==> src/rtl/led_fader.sv <==
`default_nettype none
// ============================================================================
//  Module   : led_fader
//  Purpose  : Per-LED brightness fader. Each channel ramps its level up
//             towards MAX while its input bit is high and down towards 0
//             while it is low. The level is rendered as PWM. With fading
//             disabled the level snaps to its target every cycle, giving a
//             registered on/off pass-through.
//  Revision : 1.0  initial release
// ============================================================================
module led_fader #(
    parameter int NUM_LEDS = 4,
    parameter int PWM_BITS = 4,
    parameter int FADE_DIV = 2
) (
    input  logic                clk,
    input  logic                rst,
    input  logic [NUM_LEDS-1:0] leds_in,
    input  logic                fade_en,
    output logic [NUM_LEDS-1:0] leds_out,
    output logic                busy
);

    // Prescaler width: at least one bit, even when every cycle is a step.
    localparam int                c_fdw       = (FADE_DIV > 1) ? $clog2(FADE_DIV) : 1;
    localparam logic [PWM_BITS-1:0] c_max     = {PWM_BITS{1'b1}};
    localparam logic [c_fdw-1:0]  c_fade_last = c_fdw'(FADE_DIV - 1);

    logic [NUM_LEDS-1:0] r_leds_q;
    logic                r_fen_q;
    logic [PWM_BITS-1:0] r_pwm_cnt;
    logic [c_fdw-1:0]    r_fade_cnt;
    logic [PWM_BITS-1:0] r_level [NUM_LEDS];
    logic [NUM_LEDS-1:0] r_leds_out;
    logic                r_busy;

    logic                w_fade_tick;
    logic [PWM_BITS-1:0] w_tgt       [NUM_LEDS];
    logic [PWM_BITS-1:0] w_level_nxt [NUM_LEDS];
    logic [NUM_LEDS-1:0] w_pwm_hi;
    logic [NUM_LEDS-1:0] w_diff;

    // One-cycle step strobe at the end of each prescaler period.
    assign w_fade_tick = (r_fade_cnt == c_fade_last);

    // Input capture plus the free-running PWM and prescaler counters.
    always_ff @(posedge clk) begin
        if (rst) begin
            r_leds_q   <= '0;
            r_fen_q    <= 1'b0;
            r_pwm_cnt  <= '0;
            r_fade_cnt <= '0;
        end else begin
            r_leds_q   <= leds_in;
            r_fen_q    <= fade_en;
            r_pwm_cnt  <= r_pwm_cnt + 1'b1;
            r_fade_cnt <= w_fade_tick ? '0 : r_fade_cnt + 1'b1;
        end
    end

    generate
        for (genvar gi = 0; gi < NUM_LEDS; gi++) begin : g_ch
            assign w_tgt[gi] = r_leds_q[gi] ? c_max : '0;

            // Next level: snap to target when fading is off, otherwise one
            // saturating step towards the target on each fade tick. Direction
            // always follows the current input, so reversals continue from
            // wherever the ramp currently is.
            always_comb begin
                w_level_nxt[gi] = r_level[gi];
                if (!r_fen_q) begin
                    w_level_nxt[gi] = w_tgt[gi];
                end else if (w_fade_tick) begin
                    if (r_leds_q[gi] && (r_level[gi] != c_max)) begin
                        w_level_nxt[gi] = r_level[gi] + 1'b1;
                    end else if (!r_leds_q[gi] && (r_level[gi] != '0)) begin
                        w_level_nxt[gi] = r_level[gi] - 1'b1;
                    end
                end
            end

            // MAX is forced fully on; below that, level L is high for L
            // counter values out of every PWM period.
            assign w_pwm_hi[gi] = (r_level[gi] == c_max) || (r_level[gi] > r_pwm_cnt);
            assign w_diff[gi]   = (r_level[gi] != w_tgt[gi]);
        end
    endgenerate

    // Level registers for all channels.
    always_ff @(posedge clk) begin
        for (int i = 0; i < NUM_LEDS; i++) begin
            if (rst) begin
                r_level[i] <= '0;
            end else begin
                r_level[i] <= w_level_nxt[i];
            end
        end
    end

    // Registered LED drive and ramp-in-progress flag.
    always_ff @(posedge clk) begin
        if (rst) begin
            r_leds_out <= '0;
            r_busy     <= 1'b0;
        end else begin
            r_leds_out <= w_pwm_hi;
            r_busy     <= |w_diff;
        end
    end

    assign leds_out = r_leds_out;
    assign busy     = r_busy;

endmodule
`default_nettype wire

==> config.mk <==
export PLATFORM = sky130hd
export DESIGN_NAME = led_fader
export DESIGN_NICKNAME = d
export VERILOG_FILES = /design/src/rtl/led_fader.sv
export SDC_FILE = /design/constraint.sdc
export NUM_CORES = 1
export LEC_CHECK = 0
export CORE_MARGIN = 10
export CORE_UTILIZATION = 50
export DETAILED_ROUTE_END_ITERATION = 16
export GPL_TIMING_DRIVEN = 0
export HOLD_SLACK_MARGIN = 0.05
export PLACE_DENSITY = 0.77
export SYNTH_ARGS = -nofsm -noshare
export SYNTH_HDL_FRONTEND = slang
export SYNTH_SLANG_ARGS = --single-unit
export TNS_END_PERCENT = 5
==> constraint.sdc <==
create_clock -name clk -period 4.53 [get_ports clk]
set_input_delay 0.6795 -clock clk [delete_from_list [all_inputs] [get_ports clk]]
set_output_delay 0.6795 -clock clk [all_outputs]
set_load 0.01 [all_outputs]
Word-level counts from Yosys, hierarchy flattened
Memories as Yosys holds them, arrays and structs flattened.
Cells that the tools add are included.

operators by class
  reductions and logical operators = 22
  $lt $le $gt $ge = 4
  $add $sub $neg = 10
  eq/ne operators = 12
  multiplexer cells = 27
  bitwise logic cells = 4

operators by type and width
  operator               number
  $mux W4                24
  $add A4 B1 Y4 const B  5
  $eq A4 B4 Y1 const B   4
  $gt A4 B4 Y1           4
  $ne A4 B4 Y1           4
  $ne A4 B4 Y1 const B   4
  $reduce_bool A4 Y1     4
  $sub A4 B1 Y4 const B  4
  $logic_and A1 B1 Y1    8
  $logic_not A1 Y1       4
  $logic_or A1 B1 Y1     4
  $or A1 B1 Y1           4
  $reduce_or A4 Y1       1
  $mux W1                3
  $reduce_or A2 Y1       1
  $add A1 B1 Y1 const B  1

word-level totals
  bits of input ports = 7
  memories = 1
  logic and storage cells = 86
  output and inout bits = 5
  RAM bits = 16
  bits in registers = 15

memories
  memory   words  width  read ports  clocked after memory_dff  write ports  line  text
  r_level  4      4      4           0                         4            33    logic [PWM_BITS-1:0] r_level [NUM_LEDS];

Logic depth before layout (Yosys ltp)
Gate-level depths: netlist of run 1.

  word-level depth = 7
  gate-level depth with buffers = 7

Worst setup path after synthesis of run 1
No wires, ideal clock.

  path kind = register to register
  start = memory r_level[0][1]
  end = memory r_level[0][3]
  buffers on the path = 0
  arrival time = 1.557 ns
  stages on the path, launching flop included = 8
  slack = 2.839 ns
  clock period less this slack = 1.691 ns
  required time = 4.396 ns
  cell sequence = dfxtp_1 nand4_1 nand2_1 ha_1 a21o_1 a21oi_1 xnor2_1 o22ai_1

RTL lines
  element          line
  start, declared  33

==> impl_metrics.ini, run 1 <==
[die]
initial_core_util_pct = 51.1
die_w_um = 83.7
num_io_pins = 12
core_area_um2 = 3970
die_area_um2 = 7010
die-height_um = 83.7
row_count = 23

[detailed_routing]
firstDrtPassIters = 4
wirelength_mm = 4.33
vias = 1724
ant_nets = 0
vias_per_cell = 5.86
first_iter_violations = 142
wl_per_cell_um = 14.7
drc = 0

[layout]
regArea_um2 = 621
n_antenna_cell = 0
fin_cells = 294
layout.nets = 279
area_growth_pct = 14.3
drive_gt1_share_pct = 9.43
multiInputGateArea_um2 = 1330
fin_area_um2 = 2320
fin_util_pct = 58.4
num-fill-cells = 349

[power_and_ir_drop]
p_per_area_nw_per_um2 = 331
vdd_ir_drop_max_mv = 0.215
p_leak_nw = 0.946

[clocking]
cts_repair_resize_count = 0
clk_latency_ns = 0.29
htreeDepth = 2
ctsHoldBuffers = 0
post-cts-setup-buffer-count = 0
cts_made_buffers = 5
cts_buffer_depth = 2
clock_sinks = 31
path_clk_slew_ns = 0.07
cts_root_buf = clkbuf_8
cts_tree = done

[placed_design]
gp_congestion = 0.873
numPortBuffers = 11
placed_area_um2 = 2200
dpl.hpwl_mm = 3.08
placed_cells = 286

[synth]
synth_edf_count = 0
netlist_instances = 225
synth.most_common_cell = dfxtp_1
synth_compound_area_share_pct = 20.3
synth_flop_cell = dfxtp_1
syn-num-nets = 261
avgSynthCellArea_um2 = 9.03
synth-xor-area-share_pct = 6.04
synth_cell_types = 39
yosys.area.top_type = dfxtp_1
synth_async_sr_flop_share_pct = 0
synthAdderAreaFrac_pct = 19.3
synth_commonest_cells = 31 x dfxtp_1, 25 x ha_1, 17 x a21oi_1
synth_warnings = 0
syn_area_um2 = 2030
synth_seq_cells = 31
synthMuxAreaShare_pct = 0
ys_seq_area_share_pct = 30.6
yosys.area.top_type_share_pct = 30.6
synth_top_family_by_area = compound AO/OA/AOI/OAI gates
synth-simple-area-share_pct = 20.0
netlist_top_cells_area = dfxtp_1 31%, ha_1 15%, nor2b_1 4.9%

[setup_path]
reg2reg_slack_ns = 2.59
worstPathRequired_ns = 4.68
crit_arrival_ns = 2.09
crit_start = r_level[0][1]
reg2reg_from = r_level[0][1]
crit_type = flip-flop to flip-flop
crit_fanout = 8
start_kind = flip-flop
critPathCaptureType = flip-flop

[flow_run]
max_cap_viol_count = 0

[run_status]
status = finished clean

[timing]
skew_ns = 0.00905
worst_pin_slew_ns = 0.572
fmax_mhz = 516
finalMaxSlewViolations = 0
setup_violations = 0
hold_slack_ns = 0.562
fin_tns_setup_ns = 0
final.period_utilization_pct = 42.8
finalHoldViolCount = 0
rsz0062_at_grt = no
finalWorstPathRequiredPeriod_ns = 1.94
slew_headroom_pct = 61.9

[grt]
track_usage_pct = 12.5
grt_pass1_wl_mm = 7.46
antenna_found_initial = 0
grt_pass1_vias = 1658
grt-ovfl-total = 0
grt_max_degree = 11

[hold_path]
hp-start = r_pwm_cnt[0]
hold_class = flip-flop to flip-flop
==> flip-flops by register name, summed over array words and instances (netlist names) <==
name,count
busy,1
r_fen_q,1
r_level,16
r_leds_q,4
r_fade_cnt,1
r_pwm_cnt,4
leds_out,4
==> cells in the final DEF (no fill, tap or decap), types with 2 or more instances in the layout <==
| cell type | Yosys | routed |
|---|---|---|
| xor2_1 | 3 | 3 |
| clkdlybuf4s50_1 | 0 | 11 |
| fa_1 | 4 | 4 |
| a21o_1 | 5 | 5 |
| o21ai_0 | 8 | 8 |
| inv_1 | 10 | 10 |
| nor2_1 | 12 | 12 |
| o21a_1 | 4 | 4 |
| a221oi_1 | 2 | 2 |
| dfxtp_1 | 31 | 31 |
| ha_1 | 25 | 25 |
| clkbuf_1 | 3 | 3 |
| o22ai_1 | 7 | 7 |
| a22oi_2 | 4 | 4 |
| nor4_2 | 2 | 2 |
| a21oi_1 | 17 | 17 |
| a22oi_1 | 4 | 4 |
| xnor2_1 | 11 | 11 |
| nor2b_1 | 16 | 16 |
| nand2_1 | 16 | 16 |
| and4_1 | 5 | 5 |
| clkbuf_8 | 0 | 6 |
| nand3_1 | 4 | 4 |
| nor3_1 | 2 | 2 |
| nand4_1 | 10 | 10 |
| a311oi_1 | 2 | 2 |
| buf_2 | 4 | 4 |
==> worst paths after layout <==
kind              endpoint  depth (start not counted)
max          r_level[0][3]                          7
min           r_pwm_cnt[0]                          1
max reg2reg  r_level[0][3]                          7
min reg2reg   r_pwm_cnt[0]                          1
==> power breakdown <==
group / leakage [nW] / switching (W) / internal (W)
sequential: 0.256 / 0.0000243 / 0.000292
clock: 0.0612 / 0.000111 / 0.000178
combinational: 0.629 / 0.0000791 / 0.0000824
==> per-layer routing <==
metal | track usage, % | vias up | part of all wire [%]
li1 | - | 864 | -
met1 | 15.2 | 809 | 45
met2 | 20.3 | 44 | 48
met3 | 3.32 | 7 | 5.6
met4 | 5.02 | 0 | 1.0
met5 | 0 | - | 0
==> kinds of logic after synthesis <==
group | Yosys count
xor+xnor | 14
flops | 31
buf+inv | 18
compound gates | 61
simple gates | 72
fa+ha+maj | 29
==> worst max-delay path, stage by stage, from the launching register on <==
cell and delay (ns):
dfxtp_1 0.52, nand4_1 0.26, nand2_1 0.20, ha_1 0.24, a21o_1 0.17, a21oi_1 0.17
xnor2_1 0.14, o22ai_1 0.09
==> area by class of cell <==
| cell class | instances | area share (%) |
|---|---|---|
| multi-input combinational | 176 | 57.5 |
| sequential | 31 | 26.7 |
| timing repair buffer | 11 | 4.74 |
| clock buffer | 6 | 3.56 |
| tap | 50 | 2.70 |
| buffer | 8 | 1.67 |
| inverter | 10 | 1.62 |
| clock inverter | 2 | 1.51 |
==> per-stage QoR <==
stage,worst slack [ns],power [W]
6_report,2.59,0.000767
5_1_grt,2.43,0.000810
4_1_cts,2.59,0.000770
3_5_place_dp,2.52,0.000484
3_3_place_gp,2.52,0.000479
2_1_floorplan,2.84,0.000435
Note: power is estimated with default switching activity, not from simulation.
==> inputs of run 2 (changes only) <==
PLACE_DENSITY = 0.79   (was 0.77)
clock period = 1.78 ns   (was 4.53 ns; I/O delays follow)
==> impl_metrics.ini, run 2 (synthesis gave the netlist of run 1 again) <==
[clocking]
cts_made_buffers = 5
htreeDepth = 2
ctsHoldBuffers = 0
clock_sinks = 31
cts_buffer_depth = 2
clk_latency_ns = 0.29
path_clk_slew_ns = 0.06
cts_root_buf = clkbuf_8
cts_tree = done

[timing]
finalHoldViolCount = 0
fmax_mhz = 586
slew_headroom_pct = 61.0
skew_ns = 0.00733
worst_pin_slew_ns = 0.585
final.period_utilization_pct = 95.8
finalWorstPathRequiredPeriod_ns = 1.71
setup_violations = 0
hold_slack_ns = 0.501
setup_ws_ns = 0.0744
finalMaxSlewViolations = 0

[layout]
fin_util_pct = 61.1
n_antenna_cell = 0
fin_cells = 303
layout.nets = 289
num-fill-cells = 336
layout_common_cells = 25 x ha_1, 16 x nor2b_1, 16 x a21oi_1
largest_reg_flops = 16
mostFrequentLayoutCell = ha_1
regMostFlops = r_level
area_growth_pct = 19.4
drive_gt1_share_pct = 20.9

[detailed_routing]
wirelength_mm = 4.58
vias = 1761
first_iter_violations = 106
wl_per_cell_um = 15.1
ant_nets = 0
drc = 0
vias_per_cell = 5.81
firstDrtPassIters = 4

[run_status]
status = finished clean

[die]
row_count = 23
num_io_pins = 12
die_w_um = 83.7
die-height_um = 83.7
initial_core_util_pct = 51.1
core_area_um2 = 3970
die_area_um2 = 7010

[power_and_ir_drop]
p_per_area_nw_per_um2 = 743
p_leak_nw = 0.989
vdd_ir_drop_max_mv = 0.539

[grt]
track_usage_pct = 12.6
grt-ovfl-total = 0
grt_pass1_vias = 1685
grt_pass1_wl_mm = 7.60
antenna_found_initial = 0
grt_max_degree = 11

[setup_path]
crit_fanout = 6
worstPathRequired_ns = 1.93
critPathCaptureType = flip-flop
ff2ff_path_depth = 7
crit_type = flip-flop to flip-flop
reg2reg_slack_ns = 0.07
start_kind = flip-flop
crit_arrival_ns = 1.85

[placed_design]
gp_congestion = 0.857
pre_cts_ws_ns = -0.171
numPortBuffers = 11
placed_cells = 286
dpl.hpwl_mm = 3.12

[flow_run]
max_cap_viol_count = 0

[hold_path]
min_path_cells = 1
hold_class = flip-flop to flip-flop
run 2: through the flow:
stage / total power (W) / setup TNS [ns] / instance area, um2
global route: 0.00190 / -0.0406 / 2420
detailed placement: 0.00123 / -0.520 / 2200
floorplan: 0.00111 / 0 / 2030
CTS: 0.00181 / -0.0522 / 2320
global placement: 0.00122 / -0.470 / 2200
finish: 0.00180 / 0 / 2420
run 2: power breakdown:
group	internal, W	leakage, nW	switching, W
Combinational	0.000221	0.677	0.000212
Clock	0.000303	0.0470	0.000265
Sequential	0.000740	0.265	0.0000586
run 2: path summary, 6_finish.rpt:
| check | end | startpoint |
|---|---|---|
| min reg2reg | r_level[3][0] | r_level[3][0] |
| max | r_level[2][3] | r_level[2][2] |
| max reg2reg | r_level[2][3] | r_level[2][2] |
| min | r_level[3][0] | r_level[3][0] |
run 2: routing by layer:
| layer | wire [um] | track usage [%] |
|---|---|---|
| met5 | 0 | 0 |
| met1 | 1970 | 15.1 |
| met3 | 316 | 3.52 |
| met4 | 63 | 3.81 |
| met2 | 2230 | 21.3 |
run 2: worst max-delay path, stage by stage (launching register included):
cell and delay [ns]:
dfxtp_2 0.39, nand4_1 0.18, nand2_2 0.15, ha_1 0.24
a21o_1 0.17, a21oi_1 0.17, xnor2_1 0.16, o22ai_1 0.10
run 2: what timing repair did:
item	CTS	global route
endpoints found under the hold margin	0	0
buffers inserted	1	9
resized for setup	16	15
setup endpoints to repair	4	4
pin swaps	3	6
run 2: final cells by class:
cell class	count	area, um2	share of cell area, %
Tap cell	50	62.6	2.58
Buffer	8	38.8	1.60
Clock buffer	6	82.6	3.41
Inverter	10	37.5	1.55
Clock inverter	1	5.00	0.206
Sequential cell	31	666	27.5
Multi-Input combinational cell	176	1350	55.6
Timing Repair Buffer	21	185	7.64
